`src/rtl/rf_wb_arbiter.sv`:
```
// Register-file writeback arbiter with long-latency scoreboard and starvation aging.
// Optional forwarding outputs are enabled by defining RF_WB_FWD_EN.
module rf_wb_arbiter #(
    parameter int STARVE_MAX = 4,
    parameter int AW         = 5,
    parameter int DW         = 32
) (
    input  logic              clk,
    input  logic              rst,
    input  logic [2:0]        req_valid,
    input  logic [3*AW-1:0]   req_addr,
    input  logic [3*DW-1:0]   req_data,
    output logic [2:0]        req_ready,
    input  logic              iss_valid,
    input  logic [AW-1:0]     iss_addr,
    input  logic [AW-1:0]     chk_addr0,
    input  logic [AW-1:0]     chk_addr1,
    output logic              hz_stall,
    output logic              rf_we,
    output logic [AW-1:0]     rf_wa,
    output logic [DW-1:0]     rf_wd,
`ifdef RF_WB_FWD_EN
    output logic              fwd_hit0,
    output logic              fwd_hit1,
    output logic [DW-1:0]     fwd_data0,
    output logic [DW-1:0]     fwd_data1,
`endif
    output logic              sb_err
);

    localparam int         NREG       = 1 << AW;
    localparam logic [3:0] STARVE_LIM = 4'(STARVE_MAX);
    localparam logic [AW-1:0] ZERO_A  = {AW{1'b0}};

    logic [3:0]      starve_r;
    logic [3:0]      starve_nxt_s;
    logic [NREG-1:0] busy_r;
    logic [NREG-1:0] busy_nxt_s;
    logic            sb_err_r;
    logic            sb_err_nxt_s;
    logic            rf_we_r;
    logic [AW-1:0]   rf_wa_r;
    logic [DW-1:0]   rf_wd_r;
    logic [2:0]      grant_s;
    logic            aged_s;
    logic [AW-1:0]   sel_addr_s;
    logic [DW-1:0]   sel_data_s;
    logic            wr_s;
    logic            hz_s;

    // Grant selection; the aged requester 2 jumps ahead once it has waited long enough.
    always_comb begin
        grant_s = 3'b000;
        aged_s  = req_valid[2] && (starve_r == STARVE_LIM);
        if (rst) begin
            grant_s = 3'b000;
        end else if (aged_s) begin
            grant_s = 3'b100;
        end else if (req_valid[0]) begin
            grant_s = 3'b001;
        end else if (req_valid[1]) begin
            grant_s = 3'b010;
        end else if (req_valid[2]) begin
            grant_s = 3'b100;
        end else begin
            grant_s = 3'b000;
        end
    end

    // Route the granted requester's address and data to the write command.
    always_comb begin
        sel_addr_s = ZERO_A;
        sel_data_s = {DW{1'b0}};
        case (grant_s)
            3'b001: begin
                sel_addr_s = req_addr[0*AW +: AW];
                sel_data_s = req_data[0*DW +: DW];
            end
            3'b010: begin
                sel_addr_s = req_addr[1*AW +: AW];
                sel_data_s = req_data[1*DW +: DW];
            end
            3'b100: begin
                sel_addr_s = req_addr[2*AW +: AW];
                sel_data_s = req_data[2*DW +: DW];
            end
            default: begin
                sel_addr_s = ZERO_A;
                sel_data_s = {DW{1'b0}};
            end
        endcase
        wr_s = (grant_s != 3'b000) && (sel_addr_s != ZERO_A);
    end

    // Next-state for starvation counter, scoreboard and sticky error.
    always_comb begin
        starve_nxt_s = 4'd0;
        busy_nxt_s   = busy_r;
        sb_err_nxt_s = sb_err_r;
        if (req_valid[2] && !grant_s[2]) begin
            starve_nxt_s = (starve_r == STARVE_LIM) ? starve_r : starve_r + 4'd1;
        end else begin
            starve_nxt_s = 4'd0;
        end
        if (grant_s[2]) begin
            busy_nxt_s[req_addr[2*AW +: AW]] = 1'b0;
        end else begin
            busy_nxt_s = busy_nxt_s;
        end
        // The set is applied after the clear so a fresh issue to the same register wins.
        if (iss_valid && (iss_addr != ZERO_A)) begin
            busy_nxt_s[iss_addr] = 1'b1;
            sb_err_nxt_s         = sb_err_r | busy_r[iss_addr];
        end else begin
            sb_err_nxt_s = sb_err_r;
        end
        busy_nxt_s[0] = 1'b0;
    end

    // Decode hazard detection against the registered scoreboard.
    always_comb begin
        hz_s = 1'b0;
        if ((chk_addr0 != ZERO_A) && busy_r[chk_addr0]) begin
            hz_s = 1'b1;
        end else if ((chk_addr1 != ZERO_A) && busy_r[chk_addr1]) begin
            hz_s = 1'b1;
        end else begin
            hz_s = 1'b0;
        end
    end

    // State registers and the write command held stable across the negedge write.
    always_ff @(posedge clk or posedge rst) begin
        if (rst) begin
            starve_r <= 4'd0;
            busy_r   <= {NREG{1'b0}};
            sb_err_r <= 1'b0;
            rf_we_r  <= 1'b0;
            rf_wa_r  <= ZERO_A;
            rf_wd_r  <= {DW{1'b0}};
        end else begin
            starve_r <= starve_nxt_s;
            busy_r   <= busy_nxt_s;
            sb_err_r <= sb_err_nxt_s;
            rf_we_r  <= wr_s;
            if (wr_s) begin
                rf_wa_r <= sel_addr_s;
                rf_wd_r <= sel_data_s;
            end else begin
                rf_wa_r <= rf_wa_r;
                rf_wd_r <= rf_wd_r;
            end
        end
    end

    assign req_ready = grant_s;
    assign hz_stall  = hz_s;
    assign rf_we     = rf_we_r;
    assign rf_wa     = rf_wa_r;
    assign rf_wd     = rf_wd_r;
    assign sb_err    = sb_err_r;

`ifdef RF_WB_FWD_EN
    // Forward the write in flight to decode operands that name it.
    always_comb begin
        fwd_hit0  = rf_we_r && (rf_wa_r == chk_addr0) && (chk_addr0 != ZERO_A);
        fwd_hit1  = rf_we_r && (rf_wa_r == chk_addr1) && (chk_addr1 != ZERO_A);
        fwd_data0 = rf_wd_r;
        fwd_data1 = rf_wd_r;
    end
`endif

endmodule
```
`config.mk`:
```
export PLATFORM = sky130hd
export DESIGN_NAME = rf_wb_arbiter
export DESIGN_NICKNAME = d
export VERILOG_FILES = /design/src/rtl/rf_wb_arbiter.sv
export SDC_FILE = /design/constraint.sdc
export NUM_CORES = 1
export LEC_CHECK = 0
export CAP_MARGIN = 10
export CORE_MARGIN = 10
export CORE_UTILIZATION = 41
export DETAILED_ROUTE_END_ITERATION = 12
export PLACE_DENSITY = 0.89
export SLEW_MARGIN = 20
export SYNTH_ARGS = -nofsm -noshare
export SYNTH_HDL_FRONTEND = slang
export SYNTH_SLANG_ARGS = --single-unit
```
`constraint.sdc`:
```
create_clock -name clk -period 2.5 [get_ports clk]
set_input_delay 0.5 -clock clk [delete_from_list [all_inputs] [get_ports clk]]
set_output_delay 0.5 -clock clk [all_outputs]
set_load 0.1 [all_outputs]
```
==> impl_metrics.env, run 1 <==
export IMPL_outcome="finished, violations left"
export IMPL_violations="negative setup slack"
export IMPL_crit_path_start_kind="input pin"
export IMPL_period_minus_slack_ns=2.62
export IMPL_synth_commonest_cells="74 x dfrtp_1, 65 x o21ai_0, 51 x nand2_1"
export IMPL_crit_required_ns=2.00
export IMPL_cts_tree="done"
export IMPL_p_seq_frac=0.310
export IMPL_std_cell_rows=39
export IMPL_grt_usage=0.215
export IMPL_setup_tns_final_ns=-0.387
export IMPL_yosys_area_top_type="dfrtp_1"
export IMPL_ys_ff_latch=74
export IMPL_wl_per_cell_um=22.2
export IMPL_dr_pass1_iters=5
export IMPL_power_leakage_nw=3.37
export IMPL_path_class="input pin to output pin"
export IMPL_io_pins=175
export IMPL_finalCritPeriodShare=1.05
export IMPL_area_growth_syn_to_layout_pct=65.5
export IMPL_skew_ns=0.00613
export IMPL_p_clk_frac=0.227
export IMPL_synthArstFlopShare=1.00
export IMPL_synth_most_common_cell="dfrtp_1"
export IMPL_maxSlewHeadroom=0.660
export IMPL_fmax_mhz=381
export IMPL_die_height_um=127
export IMPL_synth_flop_cell="dfrtp_1"
export IMPL_die_area_mm2=0.0162
export IMPL_finalWeightedCongestion=0.961
export IMPL_cp_startpoint="chk_addr1[1]"
export IMPL_synthTopCellsByArea="dfrtp_1 39%, mux4_2 10%, o21ai_0 6.9%"
export IMPL_synth_area_mm2=0.00470
export IMPL_vias=5221
export IMPL_place_hpwl_um=13700
export IMPL_min_from="rf_wa[0]$_DFFE_PP0P_"
export IMPL_cts_inserted_buffers=9
export IMPL_die_x_um=127
export IMPL_fin_hold_ws_ns=0.508
export IMPL_maxSlewViolCount=0
export IMPL_setup_viol=32
export IMPL_totalWireLength_um=19000
export IMPL_hold_buffers=0
export IMPL_antenna_found_initial=0
export IMPL_h_tree_depth=3
export IMPL_r2r_start="starve_r[1]$_DFFE_PP0P_"
export IMPL_comb_power_share=0.463
export IMPL_switching_share=0.408
export IMPL_intPower_mw=3.19
export IMPL_drive_above_1_share=0.322
export IMPL_hp_class="flop to flop"
export IMPL_grt_pass1_wl_um=28200
export IMPL_drtIter0Drc=406
export IMPL_finalWorstSetupSlack_ns=-0.122
export IMPL_fin_nets=840
export IMPL_initial_utilization=0.415
export IMPL_yosysSeqAreaShare=0.394
export IMPL_final_antenna_net_count=0
export IMPL_syn_inst=464
export IMPL_utilization=0.687
export IMPL_synth_area_per_cell_um2=10.1
export IMPL_core_area_mm2=0.0113
export IMPL_dp_cells=805
export IMPL_clock_sinks=74
export IMPL_clk_path_buf_depth=2
export IMPL_cp_end_kind="output pin"
export IMPL_tightest_slew_ns=0.509
export IMPL_synth_distinct_cells=48
export IMPL_synth_net_count=598
export IMPL_arrival_ns=2.12
export IMPL_synth_edf_count=0
export IMPL_drc=0
export IMPL_yosys_warnings=0
export IMPL_port_buffers=174
export IMPL_rsz0062_at_grt="true"
export IMPL_synth_top_area_share=0.394
export IMPL_hold_violations=0
export IMPL_clk_latency_ns=0.34
export IMPL_pwr_density_cell_mw_per_mm2=692
export IMPL_grt_start_max_net_pins=43
export IMPL_drv_cap=0
export IMPL_num_antenna_cells=0
export IMPL_ir_worst_vdd_v=0.000463
export IMPL_via_per_inst=6.11
export IMPL_clk_pin_slew_worst_paths_ns=0.06
export IMPL_cts_root_buf="clkbuf_16"
export IMPL_grt_pass1_vias=5338
export IMPL_crit_path_max_fanout=6
export IMPL_switchingPower_mw=2.20
export IMPL_grt_ovfl_total=0
export IMPL_fin_cells=854
==> through the flow <==
stage               power, mW  setup WS (ns)  cell area, µm²
floorplan                3.16         -0.159            4810
global placement         3.89         -0.556            6980
detailed placement       3.94         -0.604            6980
CTS                      5.24         -0.139            7510
global route             5.59         -0.176            7780
finish                   5.39         -0.122            7780
==> critical path: stages <==
cell           delay (ns)
dlygate4sd2_1        0.37
a21oi_1              0.12
a311oi_1             0.22
a211oi_1             0.08
or4_4                0.50
o2111ai_4            0.13
buf_12               0.20
==> per-layer routing <==
layer,GRT usage,vias up,share of wire
li1,-,2303,-
met1,0.243,2561,0.37
met2,0.358,310,0.50
met3,0.0877,47,0.099
met4,0.0743,0,0.030
met5,0,-,0
==> state kept, by name (all words and copies together) (netlist names) <==
register  cells
busy_r       31
rf_wa         5
rf_wd        32
rf_we         1
sb_err        1
starve_r      4
==> path summary, 6_finish.rpt <==
kind | to | slack (ns) | depth (start not counted)
setup reg to reg | rf_wd[19]$_DFFE_PP0P_ | -0.02 | 9
max in group asynchronous | rf_wd[23]$_DFFE_PP0P_ | 1.07 | 5
min in group asynchronous | rf_wa[3]$_DFFE_PP0P_ | 0.65 | 4
hold reg to reg | rf_wa[0]$_DFFE_PP0P_ | 0.51 | 1
hold / removal | rf_wa[0]$_DFFE_PP0P_ | 0.51 | 1
setup / recovery | hz_stall | -0.12 | 7
==> repair_timing <==
action	4_1_cts	5_1_grt
cloned	2	3
buffers inserted	17	13
setup endpoints to repair	34	35
pin swaps	8	9
gates resized for setup	35	36
==> cell families (layout without fill, tap and decap cells) <==
kind of cell	count (synthesis)	count (layout)	share of synthesized area
xor gates and xnor gates	1	1	0.00186
adders and majority gates	2	2	0.00532
and+or+nand+nor	115	115	0.116
AOI/OAI and AO/OA	162	162	0.238
muxes	65	65	0.204
DFF	74	74	0.394
buffers and inverters	45	292	0.0415
==> cell usage in the layout, fill, tap and decap left out, types with 4 or more instances in the layout <==
cell             Yosys  routed
clkdlybuf4s50_1      0     120
nor2_1              19      16
mux4_2              21      21
or3_1                4       4
mux2_4               0      33
a21oi_1              7       6
nand2b_1             4       4
clkbuf_16            0      12
nand3_1             13      13
nand3b_1             5       5
a221o_1              4       4
o21ai_0             65      65
dfrtp_1             74      74
nor3_1               4       4
buf_12               0       9
buf_6                3       9
buf_4                1     109
inv_1               12       9
a22oi_1             31      31
a32oi_1             32      32
a22o_1               4       4
nor2b_1              5       4
dlygate4sd2_1        0       5
mux2i_1              8       8
nand2_1             51      50
==> final cells by class <==
type / count / area [µm²]
Inverter: 13 / 65.1
Timing Repair Buffer: 263 / 2520
Tap cell: 143 / 179
Clock inverter: 2 / 10.0
Sequential cell: 74 / 1850
Multi-Input combinational cell: 345 / 2880
Clock buffer: 14 / 274
Fill cell: 791 / 3540
==> power by group through the flow <==
| stage | Combinational [mW] | Sequential [mW] | Clock, mW |
|---|---|---|---|
| finish | 2.50 | 1.67 | 1.22 |
| global route | 2.61 | 1.69 | 1.28 |
| CTS | 2.36 | 1.65 | 1.23 |
| detailed placement | 2.26 | 1.68 | 0 |
| global placement | 2.22 | 1.67 | 0 |
| floorplan | 0.752 | 2.41 | 0 |
Power figures use the tool's default switching activity.
==> inputs of run 2 (changes only) <==
--- a/config.mk
+++ b/config.mk
@@ -5,7 +5,6 @@
 export SDC_FILE = /design/constraint.sdc
 export NUM_CORES = 1
 export LEC_CHECK = 0
-export CAP_MARGIN = 10
 export CORE_MARGIN = 10
 export CORE_UTILIZATION = 41
 export DETAILED_ROUTE_END_ITERATION = 12
==> results of run 2 <==
No change in the layout: final DEF, timing and power equal those of run 1.
==> edit (flow settings as in run 2) <==
Set the parameter `DW` to 48 (it was 32).
--- a/src/rtl/rf_wb_arbiter.sv
+++ b/src/rtl/rf_wb_arbiter.sv
@@ -3,7 +3,7 @@
 module rf_wb_arbiter #(
     parameter int STARVE_MAX = 4,
     parameter int AW         = 5,
-    parameter int DW         = 32
+    parameter int DW         = 48
 ) (
     input  logic              clk,
     input  logic              rst,
Interface: changed (resized req_data and rf_wd); port bits go from 175 to 239. The function was not compared with the original's and may differ.
==> edit against run 2 <==
The run still ends with negative setup slack left. Sequential cell count rose by 16. Via count up 6.0%. Combinational power is 28% higher. Total power up 25%. Final area increased by 12%. Fmax is 1.9% lower. Cell count rose by 18%. Worst setup slack got worse by 0.052 ns. Sequential share of layout area up 2.0 points. Area after synthesis increased by 17%. Clock power is 20% higher. Wire length increased by 8.1%. Utilization shrank 2.5 points.
==> edit: results (changes against run 2) <==
Outcome = finished, violations left
Failing checks = negative setup slack
Gates resized, CTS repair = 14 (-60%)
Metal3 WL = 2050 um (+8.7%)
Count of final setup violators = 1 (-97%)
Final std cells w/o fill = 1009 (+18%)
Sequential fraction of the synthesis area = 0.408 (+0.0142)
Final GP Congestion = 0.952 (-0.97%)
Synth top cells by count = dfrtp_1 (90), o21ai_0 (67), a21oi_1 (59), inv_1 (59), mux2i_1 (50)
Met2 WL = 10800 um (+15%)
Post-CTS setup buffer count = 4 (-13)
Pre-CTS setup slack = -0.579 ns (+0.0248 ns)
Post-Route Setup TNS = -0.174 ns (+0.213 ns)
First-pass GRT wire length = 31400 um (+12%)
CP Data Arrival Time = 2.17 ns (+0.05 ns)
Layout cells sized above 1 = 0.228 (-0.0937)
Via/cell ratio = 5.48 (-10%)
GRT Util Overall = 0.216 (+0.00127)
Initial DRC count = 440 (+8.4%)
Max VDD drop = 0.000489 V (+5.7%)
Met3 usage = 0.0815 (-0.00613)
Layout Skew = 0.00565 ns (-0.000482 ns)
Hpwl dp = 16300 um (+19%)
Routed len/inst = 20.4 um (-8.5%)
Met2 Track Usage GR = 0.373 (+0.0155)
Final setup margin = -0.174 ns (-0.0518 ns)
## edit: worst paths after layout
path / startpoint / to / slack, ns / cells past startpoint
hold reg to reg: rf_wd[22] / rf_wd[22] / 0.52 / 2
setup reg to reg: starve_r[0] / rf_wd[18] / 0.27 / 9
min in group asynchronous: rst / rf_wa[0] / 0.78 / 4
setup / recovery: chk_addr1[2] / hz_stall / -0.17 / 7
max in group asynchronous: rst / rf_wd[1] / 1.05 / 5
hold / removal: rf_wd[22] / rf_wd[22] / 0.52 / 2
## edit: area by class of cell
cell class / instances / area [um^2]
fill: 1001 / 4460
timing repair buffer: 303 / 2870
multi-input combinational: 363 / 2830
sequential: 90 / 2250
clock buffer: 10 / 239
inverter: 60 / 231
tap: 176 / 220
clock inverter: 6 / 90.1
antenna: 1 / 2.50
## edit: kinds of logic after synthesis
family	synth area share
AND/OR/NAND/NOR	0.0734
XOR/XNOR	0.00317
adder cells (fa/ha/maj)	0.00453
flip-flops	0.408
AO/OA/AOI/OAI	0.239
multiplexers	0.184
buffers and inverters	0.0877
## edit: worst max-delay path: stages
cell and delay, ns:
dlygate4sd2_1 0.40, mux2i_1 0.14, a211oi_1 0.29, o22ai_1 0.12, a221o_1 0.39, o2111ai_4 0.12
buf_12 0.20
## edit: metrics by stage
stage                     utilization  area, um^2  hold slack (ns)
after floorplan                     -        5580            0.495
after global placement          0.631        8320            0.503
after detailed placement        0.631        8320            0.510
after CTS                       0.657        8660            0.522
after global routing            0.662        8730            0.544
final                           0.662        8730            0.516
## edit: power by group
| part | leakage, uW | total [uW] | switching (uW) | internal, uW |
|---|---|---|---|---|
| combinational | 0.00245 | 3210 | 2130 | 1080 |
| sequential | 0.00112 | 2060 | 290 | 1770 |
| clock | 0.000147 | 1470 | 569 | 903 |
| total | 0.00371 | 6740 | 2990 | 3760 |
